[src/rtl/div_iter_pkg.sv]
// Shared definitions for the iterative divider and the E-stage decode that drives it.
package div_iter_pkg;

    localparam int DIV_WIDTH = 32;
    localparam int DIV_CNT_W = 6;

    typedef enum logic [1:0] {
        IDLE = 2'd0,
        BUSY = 2'd1,
        DONE = 2'd2
    } divState_t;

    // ALU op codes the decoder uses to raise start/signed_div
    localparam logic [4:0] ALU_DIV  = 5'h0C;
    localparam logic [4:0] ALU_DIVU = 5'h0D;

    function automatic logic isDivOp(input logic [4:0] aluOp);
        return (aluOp == ALU_DIV) || (aluOp == ALU_DIVU);
    endfunction

    function automatic logic isSignedDivOp(input logic [4:0] aluOp);
        return aluOp == ALU_DIV;
    endfunction

endpackage

[src/rtl/div_step.sv]
// One restoring division iteration: shift the next dividend bit into the partial
// remainder, trial-subtract the divisor, keep the difference if it did not borrow.
module div_step #(
    parameter int WIDTH = 32
) (
    input  logic [WIDTH:0]   remIn,
    input  logic [WIDTH-1:0] quoIn,
    input  logic [WIDTH-1:0] divisor,
    output logic [WIDTH:0]   remOut,
    output logic [WIDTH-1:0] quoOut
);

    logic [WIDTH+1:0] remShift;
    logic [WIDTH+1:0] trial;

    always_comb begin
        remShift = {remIn, quoIn[WIDTH-1]};
        trial    = remShift - {2'b00, divisor};
        if (trial[WIDTH+1]) begin
            remOut = remShift[WIDTH:0];
            quoOut = {quoIn[WIDTH-2:0], 1'b0};
        end else begin
            remOut = trial[WIDTH:0];
            quoOut = {quoIn[WIDTH-2:0], 1'b1};
        end
    end

endmodule

[src/rtl/div_iter.sv]
// Iterative radix-2 restoring divider for DIV/DIVU in the execute stage.
// state | meaning
// IDLE  | waiting for start; operands and signs latched on accept
// BUSY  | one restoring step per cycle, WIDTH steps total
// DONE  | result valid, held until E advances (stall_other low)
module div_iter
    import div_iter_pkg::*;
#(
    parameter int WIDTH = DIV_WIDTH,
    parameter int CNT_W = DIV_CNT_W
) (
    input  logic                 clk,
    input  logic                 resetn,
    input  logic                 start,
    input  logic                 signed_div,
    input  logic [WIDTH-1:0]     a,
    input  logic [WIDTH-1:0]     b,
    input  logic                 stall_other,
    input  logic                 annul,
    output logic [2*WIDTH-1:0]   result,
    output logic                 ready,
    output logic                 div_stall
);

    localparam logic [CNT_W-1:0] LAST_STEP = CNT_W'(WIDTH - 1);

    divState_t        state;
    logic [CNT_W-1:0] cnt;
    logic [WIDTH:0]   remReg;
    logic [WIDTH-1:0] quoReg;
    logic [WIDTH-1:0] divisorReg;
    logic             qSign;
    logic             rSign;
    logic             divZero;

    logic [WIDTH:0]   stepRem;
    logic [WIDTH-1:0] stepQuo;
    logic [WIDTH-1:0] aAbs;
    logic [WIDTH-1:0] bAbs;
    logic [WIDTH-1:0] quoFix;
    logic [WIDTH-1:0] remFix;

    div_step #(.WIDTH(WIDTH)) u_step (
        .remIn   (remReg),
        .quoIn   (quoReg),
        .divisor (divisorReg),
        .remOut  (stepRem),
        .quoOut  (stepQuo)
    );

    // A zero divisor leaves |a| in the remainder; negating it by the dividend
    // sign restores the raw dividend, so only the quotient needs an override.
    always_comb begin
        aAbs   = (signed_div && a[WIDTH-1]) ? -a : a;
        bAbs   = (signed_div && b[WIDTH-1]) ? -b : b;
        quoFix = divZero ? {WIDTH{1'b1}} : (qSign ? -stepQuo : stepQuo);
        remFix = rSign ? -stepRem[WIDTH-1:0] : stepRem[WIDTH-1:0];
    end

    assign div_stall = start & (state != DONE) & ~annul;

    always_ff @(posedge clk or negedge resetn) begin
        if (!resetn) begin
            state      <= IDLE;
            cnt        <= '0;
            remReg     <= '0;
            quoReg     <= '0;
            divisorReg <= '0;
            qSign      <= 1'b0;
            rSign      <= 1'b0;
            divZero    <= 1'b0;
            result     <= '0;
            ready      <= 1'b0;
        end else if (annul) begin
            state <= IDLE;
            ready <= 1'b0;
        end else begin
            case (state)
                IDLE: begin
                    if (start) begin
                        state      <= BUSY;
                        cnt        <= '0;
                        remReg     <= '0;
                        quoReg     <= aAbs;
                        divisorReg <= bAbs;
                        qSign      <= signed_div & (a[WIDTH-1] ^ b[WIDTH-1]);
                        rSign      <= signed_div & a[WIDTH-1];
                        divZero    <= (b == '0);
                    end
                end
                BUSY: begin
                    if (!start) begin
                        state <= IDLE;
                    end else begin
                        remReg <= stepRem;
                        quoReg <= stepQuo;
                        cnt    <= cnt + CNT_W'(1);
                        if (cnt == LAST_STEP) begin
                            state  <= DONE;
                            ready  <= 1'b1;
                            result <= {remFix, quoFix};
                        end
                    end
                end
                DONE: begin
                    if (!stall_other) begin
                        state <= IDLE;
                        ready <= 1'b0;
                    end
                end
                default: begin
                    state <= IDLE;
                    ready <= 1'b0;
                end
            endcase
        end
    end

endmodule

[config.mk]
export PLATFORM = sky130hd
export DESIGN_NAME = div_iter
export DESIGN_NICKNAME = d
export VERILOG_FILES = /design/src/rtl/div_iter_pkg.sv /design/src/rtl/div_step.sv /design/src/rtl/div_iter.sv
export SDC_FILE = /design/constraint.sdc
export NUM_CORES = 1
export LEC_CHECK = 0
export BUFFER_PORTS_ARGS = -buffer_cell sky130_fd_sc_hd__buf_2
export CORE_UTILIZATION = 40
export CTS_CLUSTER_SIZE = 28
export DETAILED_ROUTE_END_ITERATION = 16
export GPL_TIMING_DRIVEN = 0
export PLACE_DENSITY_LB_ADDON = 0.1
export SYNTH_ARGS = -nofsm -noshare
export SYNTH_HDL_FRONTEND = slang
export SYNTH_SLANG_ARGS = --single-unit
[constraint.sdc]
create_clock -name clk -period 5.4 [get_ports clk]
set_clock_uncertainty 0.05 [all_clocks]
set_input_delay 0.54 -clock clk [delete_from_list [all_inputs] [get_ports clk]]
set_output_delay 0.54 -clock clk [all_outputs]
set_load 0.1 [all_outputs]
==> impl_metrics.tcl, run 1 <==
set metrics [dict create \
    synthAdderAreaFrac_pct 3.92 \
    synth_area_leaders "dfrtp_1 (35%), o21ai_0 (7.4%), nand2_1 (6.7%)" \
    timing.hold.ws_ns 0.260 \
    end_kind "register" \
    min_path_type "primary input to register" \
    ys_types 76 \
    insertion_delay_ns 0.46 \
    period_needed_ns 5.14 \
    floorplan.initialDensity_pct 41.1 \
    synth_top_area_cell "dfrtp_1" \
    nets 1788 \
    fmax_mhz 195 \
    cts_tree "built" \
    vias 12033 \
    numCtsBuffers 17 \
    synth_top_area_share_pct 35.2 \
    ys_async_sr_fraction_pct 100 \
    finalPower_uw 5890 \
    place.gp.congestion 0.947 \
    crit_cells 20 \
    required_ns 5.66 \
    layout-drive-gt1-share_pct 16.8 \
    synth-simple-area-share_pct 20.5 \
    synth_seq_cells 173 \
    rsz0062_at_grt "no" \
    final_common_cell "nand2_1" \
    fp-row-count 63 \
    path_cells "ha_2 -> nand2_2 -> o211ai_1 -> a221oi_2 -> buf_4 -> nand2_2 -> a31oi_4 -> nor2_4 -> inv_1 -> buf_6 -> buf_8 -> ha_1 -> nand2b_1 -> or2_2 -> or4_1 -> clkbuf_1 -> o41ai_1 -> and3_1 -> xor2_1 -> a21oi_1" \
    dieArea_sq_um 31500 \
    grt_first_pass_wirelength_um 65400 \
    tightest_slew_ns 0.998 \
    ys_warn_count 0 \
    syn-num-nets 1622 \
    p_per_area_nw_per_um2 404 \
    antenna_found_initial 0 \
    gr-total-overflow 0 \
    crit_buf_inv 5 \
    ys_seq_area_share_pct 35.2 \
    cts_max_level 4 \
    final_cell_mix "nand2_1 (213), o21ai_0 (179), dfrtp_1 (163)" \
    core_sq_um 30000 \
    hold_path_depth 2 \
    leakagePower_uw 0.00641 \
    dieWidth_um 177 \
    drt-vias-per-instance 5.78 \
    cts-root-buf "clkbuf_16" \
    critPathTopFamily "compound AO/OA/AOI/OAI gates" \
    path_common_cell "nand2_2" \
    firstDrtPassIters 5 \
    syn_inst 1514 \
    drt_wl_total_um 41900 \
    synth_area_per_cell_sq_um 8.13 \
    setup_violations 0 \
    cap_violations 0 \
    clk_pin_slew_ns 0.08 \
    place_ws_ns -1.36 \
    ir_drop_mv 0.262 \
    slowest_stage "o41ai_1" \
    area_delta_synth_final_pct 18.2 \
    routedWlPerCell_um 20.1 \
    synth_compound_area_share_pct 24.2 \
    final_core_util_pct 48.6 \
    die_h_um 177 \
    grt_pass1_vias 11400 \
    ios 136 \
    period_share_pct 95.1 \
    slew_violations 0 \
    ys.flop_type "dfrtp_1" \
    start_kind "register" \
    max-slew-margin-rel_pct 32.9 \
    synth_top_family_by_area "compound AO/OA/AOI/OAI gates" \
    status "finished, final reports clean" \
    synthXorXnorAreaFrac_pct 8.47 \
    critPathMaxStageDelay_ns 0.57 \
    worstPathArrival_ns 5.40 \
    fill_cells 3032 \
    final_antenna_net_count 0 \
    grt_max_degree 111 \
    diodes 0 \
    cts.sinks 173 \
    grt_usage_pct 27.1 \
    cts_max_path_buffers 2 \
    worstSetupPathType "register to register" \
    finalWorstSetupSlack_ns 0.263 \
    drt_iter0_drc 799 \
    cp_max_fo 10 \
    place.port_buffers 135 \
    rr_worst_depth 20 \
    place_hpwl_um 32200 \
    post-route-drc-count 0 \
    synth_area_sq_um 12300 \
    synth_mux_area_share_pct 3.67 \
    finalHoldViolCount 0 \
    synth_edf_count 0 \
]
[kinds of logic (layout without fill, tap and decap cells)]
| family | after synthesis | in the layout |
|---|---|---|
| mux | 44 | 44 |
| flops | 173 | 173 |
| xor+xnor | 119 | 119 |
| buf+inv | 131 | 309 |
| simple gates | 531 | 531 |
| compound gates | 478 | 479 |
| fa+ha+maj | 38 | 38 |
[report_power, final]
group | switching, uW | internal, uW | leakage (uW) | total (uW)
Clock | 661 | 622 | 0.000283 | 1280
Combinational | 1880 | 1110 | 0.00384 | 3000
Sequential | 177 | 1430 | 0.00229 | 1600
[repair_timing]
action | 4_1_cts | 5_1_grt
cloned | 0 | 1
gates resized for setup | 30 | 55
hold endpoints to repair | 4 | 0
pin swaps | 5 | 8
setup buffers | 6 | 9
hold buffers | 1 | 0
endpoints found under the setup margin | 21 | 10
[state kept, by name (all words and copies together) (netlist names)]
name / flops
cnt: 6
quoReg: 32
divisorReg: 32
ready: 1
qSign: 1
remReg: 33
rSign: 1
state: 2
result: 64
divZero: 1
[synth_stat cells, types with 4 or more instances]
master and n:
a211o_1 5, o41ai_1 15, a22o_1 8, a31oi_1 8, o31ai_1 21, o21bai_1 5, xor2_1 52, nor4_1 22
nand3_1 27, nor3b_1 7, a21o_1 17, nor3_1 32, clkbuf_1 70, mux2i_1 35, xnor2_1 67, and3_1 10
inv_1 50, nor2b_1 4, nand2b_1 14, nand2_1 219, o211a_1 5, or2_2 5, or3_1 14, ha_1 37
a211oi_1 10, and2_1 18, nor2_1 108, mux2_2 9, or4_1 17, nand3b_1 8, o21ai_0 181, nand4_1 9
a21oi_1 101, o211ai_1 14, nand4b_1 5, o21a_1 8, o22ai_1 31, o311ai_0 4, dfrtp_1 173, buf_2 7
a21boi_0 4
[path summary, 6_finish.rpt]
| path | start | end | slack (ns) |
|---|---|---|---|
| min reg2reg | result[46]$_DFFE_PN0P_ | result[46]$_DFFE_PN0P_ | 0.42 |
| max in group asynchronous | resetn | quoReg[31]$_DFFE_PN0P_ | 3.80 |
| min in group asynchronous | resetn | result[62]$_DFFE_PN0P_ | 0.57 |
| max reg2reg | remReg[10]$_DFFE_PN0P_ | result[28]$_DFFE_PN0P_ | 0.26 |
| max | remReg[10]$_DFFE_PN0P_ | result[28]$_DFFE_PN0P_ | 0.26 |
| min | annul | state[1]$_DFFE_PN0P_ | 0.26 |
[final cells by class]
| class | count | area (sq um) | share of cell area (%) |
|---|---|---|---|
| clock inverter | 15 | 169 | 1.16 |
| multi-input combinational | 1211 | 7800 | 53.6 |
| tap | 390 | 488 | 3.35 |
| timing repair buffer | 152 | 833 | 5.73 |
| sequential | 173 | 4340 | 29.8 |
| buffer | 74 | 308 | 2.11 |
| inverter | 51 | 191 | 1.32 |
| clock buffer | 17 | 425 | 2.92 |
[per-stage QoR]
stage	instances	instance area (sq um)	TNS [ns]
floorplan	1514	12300	0
global placement	2039	13500	-15.28
detailed placement	2040	13500	-15.95
CTS	2074	14300	0
global route	2083	14600	0
finish	2083	14600	0
[metal layers]
layer / vias up / wire length (um) / track usage [%]
li1: 5822 / - / -
met1: 5803 / 21000 / 41.7
met2: 361 / 18000 / 40.2
met3: 47 / 2190 / 2.91
met4: 0 / 658 / 5.88
met5: - / 0 / 0
Power figures use the tool's default switching activity.
==> inputs of run 2 (changes only) <==
- CTS_BUF_LIST: not set -> sky130_fd_sc_hd__clkbuf_8
==> run 2 against run 1 <==
  * Clock-buffer cell count unchanged
  * Sequential share of layout area rose by 0.55 points
  * Total power down 6.0%
  * Utilization shrank 0.85 points
  * Worst hold slack got worse by 0.061 ns
  * Die area did not move
  * Critical path depth shrank 1
  * Maximum frequency fell by 0.68%
  * Routed wire length is 0.66% lower
  * Critical path type unchanged
  * Register-to-register slack worse by 0.04 ns
  * Sequential cell count unchanged
  * Design area fell by 1.8%
==> impl_metrics.tcl, run 2 (synthesized netlist as in run 1, its figures left out) <==
set metrics [dict create \
    critPathLaunch "remReg[21]$_DFFE_PN0P_" \
    layout-drive-gt1-share_pct 16.6 \
    cts_max_level 4 \
    slew_violations 0 \
    antenna_found_initial 0 \
    cts_max_path_buffers 2 \
    setup_violations 0 \
    worstSetupPathType "register to register" \
    ios 136 \
    core_sq_um 30000 \
    grt_usage_pct 27.0 \
    drt_wl_total_um 41600 \
    dieArea_sq_um 31500 \
    cts-root-buf "clkbuf_8" \
    place.gp.congestion 0.947 \
    tightest_slew_ns 1.05 \
    regToRegSetupSlack_ns 0.23 \
    timing.hold.ws_ns 0.199 \
    cts_tree "built" \
    top_register "result" \
    worstHoldStart "annul" \
    finalPower_uw 5530 \
    grt_first_pass_wirelength_um 65100 \
    grt_pass1_vias 11392 \
    drt_iter0_drc 849 \
    status "finished, final reports clean" \
    leakagePower_uw 0.00630 \
    place.port_buffers 135 \
    fmax_mhz 193 \
    largest_reg_flops 64 \
    gr-total-overflow 0 \
    largestRegisters "result (64), remReg (33)" \
    period_share_pct 95.8 \
    clk_pin_slew_ns 0.11 \
    cp_max_fo 10 \
    p_per_area_nw_per_um2 387 \
    firstDrtPassIters 5 \
    insertion_delay_ns 0.51 \
    start_kind "register" \
    worstPathArrival_ns 5.50 \
    die_h_um 177 \
    end_kind "register" \
    drt-vias-per-instance 5.78 \
    finalWorstSetupSlack_ns 0.228 \
    diodes 0 \
    floorplan.initialDensity_pct 41.1 \
    numCtsBuffers 17 \
    slowest_stage "o41ai_1" \
    critPathMaxStageDelay_ns 0.58 \
    final_core_util_pct 47.7 \
    period_needed_ns 5.17 \
    area_delta_synth_final_pct 16.1 \
    max-slew-margin-rel_pct 29.2 \
    post-route-drc-count 0 \
    final_cell_mix "nand2_1 (214), o21ai_0 (179), dfrtp_1 (161)" \
    path_cells "ha_4 -> or3_1 -> a21oi_2 -> a211oi_2 -> or4_4 -> a31oi_4 -> nor2_4 -> inv_1 -> buf_6 -> buf_8 -> ha_1 -> nand2b_1 -> or2_2 -> or4_1 -> clkbuf_1 -> o41ai_1 -> and3_1 -> xor2_1 -> a21oi_1" \
    place_ws_ns -1.36 \
    finalHoldViolCount 0 \
    cap_violations 0 \
    min_path_type "primary input to register" \
    rsz0062_at_grt "no" \
    grt_max_degree 111 \
    ir_drop_mv 0.186 \
    dieWidth_um 177 \
    routedWlPerCell_um 20.0 \
    vias 12031 \
    place_hpwl_um 32200 \
    final_common_cell "nand2_1" \
    required_ns 5.72 \
    final_antenna_net_count 0 \
    r2r-start "remReg[21]$_DFFE_PN0P_" \
    nets 1785 \
    fp-row-count 63 \
    cts.sinks 173 \
]
## run 2: final timing paths
| check | depth (start not counted) | end |
|---|---|---|
| setup reg to reg | 19 | result[28]$_DFFE_PN0P_ |
| min in group asynchronous | 2 | remReg[23]$_DFFE_PN0P_ |
| hold reg to reg | 2 | result[46]$_DFFE_PN0P_ |
| max in group asynchronous | 3 | remReg[8]$_DFFE_PN0P_ |
| setup / recovery | 19 | result[28]$_DFFE_PN0P_ |
| hold / removal | 2 | state[1]$_DFFE_PN0P_ |
## run 2: final cells by class
class / count / area (sq um)
plain buffers: 74 / 308
clock buffers: 17 / 234
clock inverters: 15 / 169
fillers: 3058 / 15700
inverters: 51 / 191
multi-input cells: 1210 / 7740
flip-flops and latches: 173 / 4340
well taps: 390 / 488
repair buffers: 150 / 821
## run 2: what timing repair did
action | CTS | global route
setup buffers | 6 | 7
setup endpoints to repair | 21 | 9
hold buffers | 1 | 0
gates resized for setup | 29 | 51
endpoints found under the hold margin | 63 | 0
pin swaps | 5 | 4
## run 2: power by group
group / switching, uW / internal (uW)
Clock: 628 / 350
Combinational: 1860 / 1100
Sequential: 176 / 1430
Total: 2660 / 2870
## run 2: layer usage
metal  vias up  part of all wire, %  global-route usage (%)
li1       5818                    -                       -
met1      5789                   50                    41.3
met2       380                   43                    40.1
met3        44                  5.6                    2.70
met4         0                  1.6                    7.05
met5         -                    0                       0
## run 2: critical path, delay by kind of cell, from the launching register on
kind                     cells  cell delay [ns]
AND/OR/NAND/NOR              7             1.99
flip-flops                   1             0.49
AO/OA/AOI/OAI                5             1.13
buffers and inverters        4             0.70
XOR/XNOR                     1             0.21
adder cells (fa/ha/maj)      2             0.49
## run 2: per-stage QoR
step / instance area, sq um / TNS (ns) / cells
finish: 14300 / 0 / 2080
CTS: 14100 / 0 / 2074
global placement: 13500 / -15.28 / 2039
global route: 14300 / 0 / 2080
detailed placement: 13500 / -15.95 / 2040
floorplan: 12300 / 0 / 1514
==> inputs of run 3 (changes only) <==
- CORE_ASPECT_RATIO: not set -> 1.4
- CTS_CLUSTER_SIZE: 28 -> 20
==> run 3 against run 2 <==
  * Clock power is 4.3% lower
  * Sequential power barely moved
  * First-iteration DRC count shrank 32%
  * Maximum frequency is 0.73% lower
  * Total power down 0.46%
  * Die area about the same
  * Critical path depth increased by 2
  * Sequential share of layout area decreased by 0.056 points
  * Non-clock buffer count is 4 higher
  * Routed wire length up 2.3%
  * Utilization is 0.23 points lower
  * Largest cell class unchanged
==> impl_metrics.tcl, run 3 (synthesized netlist as in run 1, its figures left out) <==
set metrics [dict create \
    final_antenna_net_count 0 \
    stdcell_area_sq_um 14300 \
    timing.hold.ws_ns 0.190 \
    floorplan.initialDensity_pct 40.9 \
    dieArea_sq_um 31500 \
    p_clk_share_pct 17.0 \
    finalWorstSetupSlack_ns 0.190 \
    rr_worst_depth 21 \
    setup_violations 0 \
    area_delta_synth_final_pct 16.2 \
    grt_first_pass_wirelength_um 66400 \
    clk_pin_slew_ns 0.11 \
    power.switching_uw 2560 \
    slew_violations 0 \
    r2r_end "result[60]$_DFFE_PN0P_" \
    grt_util_met1_pct 29.6 \
    cts-root-buf "clkbuf_8" \
    cts_tree "built" \
    start_kind "register" \
    fmax_mhz 192 \
    p_seq_share_pct 29.1 \
    worstSetupPathType "register to register" \
    r2r-start "remReg[21]$_DFFE_PN0P_" \
    use_met2_pct 51.6 \
    final_cell_mix "nand2_1 (215), o21ai_0 (179), dfrtp_1 (165)" \
    grt_pass1_vias 12220 \
    gr-total-overflow 0 \
    finalPower_uw 5510 \
    min_path_type "primary input to register" \
    status "finished, final reports clean" \
    critPathMaxStageDelay_ns 0.48 \
    power.internal_uw 2950 \
    max-slew-margin-rel_pct 44.5 \
    largestRegisters "result (64), remReg (33)" \
    grt_usage_pct 28.0 \
    cts_max_level 4 \
    ios 136 \
    slowest_stage "dfrtp_2" \
    ir_drop_mv 0.176 \
    firstDrtPassIters 5 \
    finalHoldViolCount 0 \
    gr-usage-met3_pct 3.57 \
    tightest_slew_ns 0.825 \
    vias 12115 \
    netSwitchingFraction_pct 46.4 \
    cts_max_path_buffers 2 \
    largest_reg_flops 64 \
    worstPathArrival_ns 5.56 \
    required_ns 5.75 \
    cp_max_fo 10 \
    cts.sinks 173 \
    fp-row-count 75 \
    final_common_cell "nand2_1" \
    critPathTopFamily "simple AND/OR/NAND/NOR gates" \
    dieWidth_um 150 \
    layout-drive-gt1-share_pct 16.1 \
    holdPathEnd "state[1]$_DFFE_PN0P_" \
    leakagePower_uw 0.00635 \
    final_core_util_pct 47.5 \
    period_share_pct 96.5 \
    place_area_sq_um 13500 \
    p_per_area_nw_per_um2 385 \
    cap_violations 0 \
    path_common_cell "a21oi_2" \
    numCtsBuffers 17 \
    routedWlPerCell_um 20.5 \
    place.gp.congestion 0.949 \
    grt_max_degree 89 \
    combPwrFrac_pct 54.0 \
    insertion_delay_ns 0.51 \
    worstHoldStart "annul" \
    antenna_found_initial 0 \
    regToRegSetupSlack_ns 0.19 \
    core_sq_um 30100 \
    top_register "result" \
    post-route-drc-count 0 \
    crit_buf_inv 3 \
    place_hpwl_um 33300 \
    drt_iter0_drc 574 \
    die_h_um 210 \
    end_kind "register" \
    period_needed_ns 5.21 \
    fill_cells 3070 \
    grt_busiest_layer "met2" \
    hold_path_depth 2 \
    drt_wl_total_um 42500 \
    diodes 0 \
    nets 1789 \
    place_ws_ns -1.42 \
    drt-vias-per-instance 5.83 \
    place.port_buffers 135 \
    path_cells "ha_4 -> or3_1 -> a21oi_2 -> a211oi_2 -> or4_4 -> a31oi_4 -> nor2_4 -> inv_1 -> buf_8 -> buf_6 -> nor2_1 -> a21oi_2 -> ha_2 -> nand2_1 -> or3_4 -> a2111o_1 -> nor4_4 -> a41oi_2 -> nor4bb_2 -> mux2i_1 -> a221o_1" \
]
run 3: cell types whose count changed in the layout (fill, tap and decap cells not counted), moves of 2 or more:
cell,before,now
ha_2,12,9
and3_2,2,0
dfrtp_1,161,165
inv_1,50,55
buf_4,13,17
clkbuf_2,0,2
clkinv_8,4,0
clkinv_2,0,3
inv_8,4,0
dfrtp_2,12,8
ha_1,20,22
clkinv_4,3,0
bufinv_16,0,2
run 3: worst register-to-register path, cell delays in order (launching register included):
cell,delay (ns)
dfrtp_2,0.48
ha_4,0.30
or3_1,0.37
a21oi_2,0.21
a211oi_2,0.09
or4_4,0.46
a31oi_4,0.23
nor2_4,0.05
inv_1,0.09
buf_8,0.15
buf_6,0.15
nor2_1,0.06
a21oi_2,0.15
ha_2,0.22
nand2_1,0.07
or3_4,0.35
a2111o_1,0.33
nor4_4,0.30
a41oi_2,0.22
nor4bb_2,0.37
mux2i_1,0.12
a221o_1,0.26
run 3: power by group through the flow:
stage / combinational (uW) / sequential (uW) / clock (uW)
after floorplan: 1930 / 1550 / 0
after global placement: 2690 / 1610 / 0
after detailed placement: 2710 / 1620 / 0
after CTS: 2840 / 1600 / 954
after global routing: 3240 / 1620 / 1000
final: 2970 / 1600 / 935
run 3: repair_timing:
action                                  CTS  global route
endpoints found under the hold margin     9             0
pin swaps                                 6            11
endpoints found under the setup margin   22            11
setup buffers                             7            10
gates resized for setup                  37            37
hold buffers                              1             0
run 3: layout make-up:
cell class / instances / area [sq um] / share of cell area [%]
inverter: 51 / 191 / 1.34
clock inverter: 14 / 128 / 0.892
multi-input combinational: 1210 / 7760 / 54.3
timing repair buffer: 154 / 851 / 5.95
buffer: 74 / 307 / 2.14
sequential: 173 / 4340 / 30.3
clock buffer: 18 / 248 / 1.73
tap: 385 / 482 / 3.37
run 3: worst max-delay path by stage:
stage	depth (start not counted)	end	slack, ns	start
4_1_cts	21	result[60]$_DFFE_PN0P_	0.02	divisorReg[30]$_DFFE_PN0P_
6_report	21	result[60]$_DFFE_PN0P_	0.19	remReg[21]$_DFFE_PN0P_
3_3_place_gp	21	result[60]$_DFFE_PN0P_	-1.35	remReg[5]$_DFFE_PN0P_
2_1_floorplan	21	result[60]$_DFFE_PN0P_	0.11	remReg[25]$_DFFE_PN0P_
5_1_grt	21	result[60]$_DFFE_PN0P_	-0.01	remReg[21]$_DFFE_PN0P_
3_5_place_dp	21	result[60]$_DFFE_PN0P_	-1.42	remReg[5]$_DFFE_PN0P_
run 3: metrics by stage:
stage / cells / TNS (ns)
after global routing: 2079 / -0.0142
after global placement: 2034 / -14.53
after floorplan: 1514 / 0
after CTS: 2070 / 0
final: 2079 / 0
after detailed placement: 2035 / -16.12
run 3: layer usage:
layer	wire length [um]	up-vias
met5	0	-
met4	2720	0
met3	1290	121
met2	22600	320
met1	15900	5869
li1	-	5805
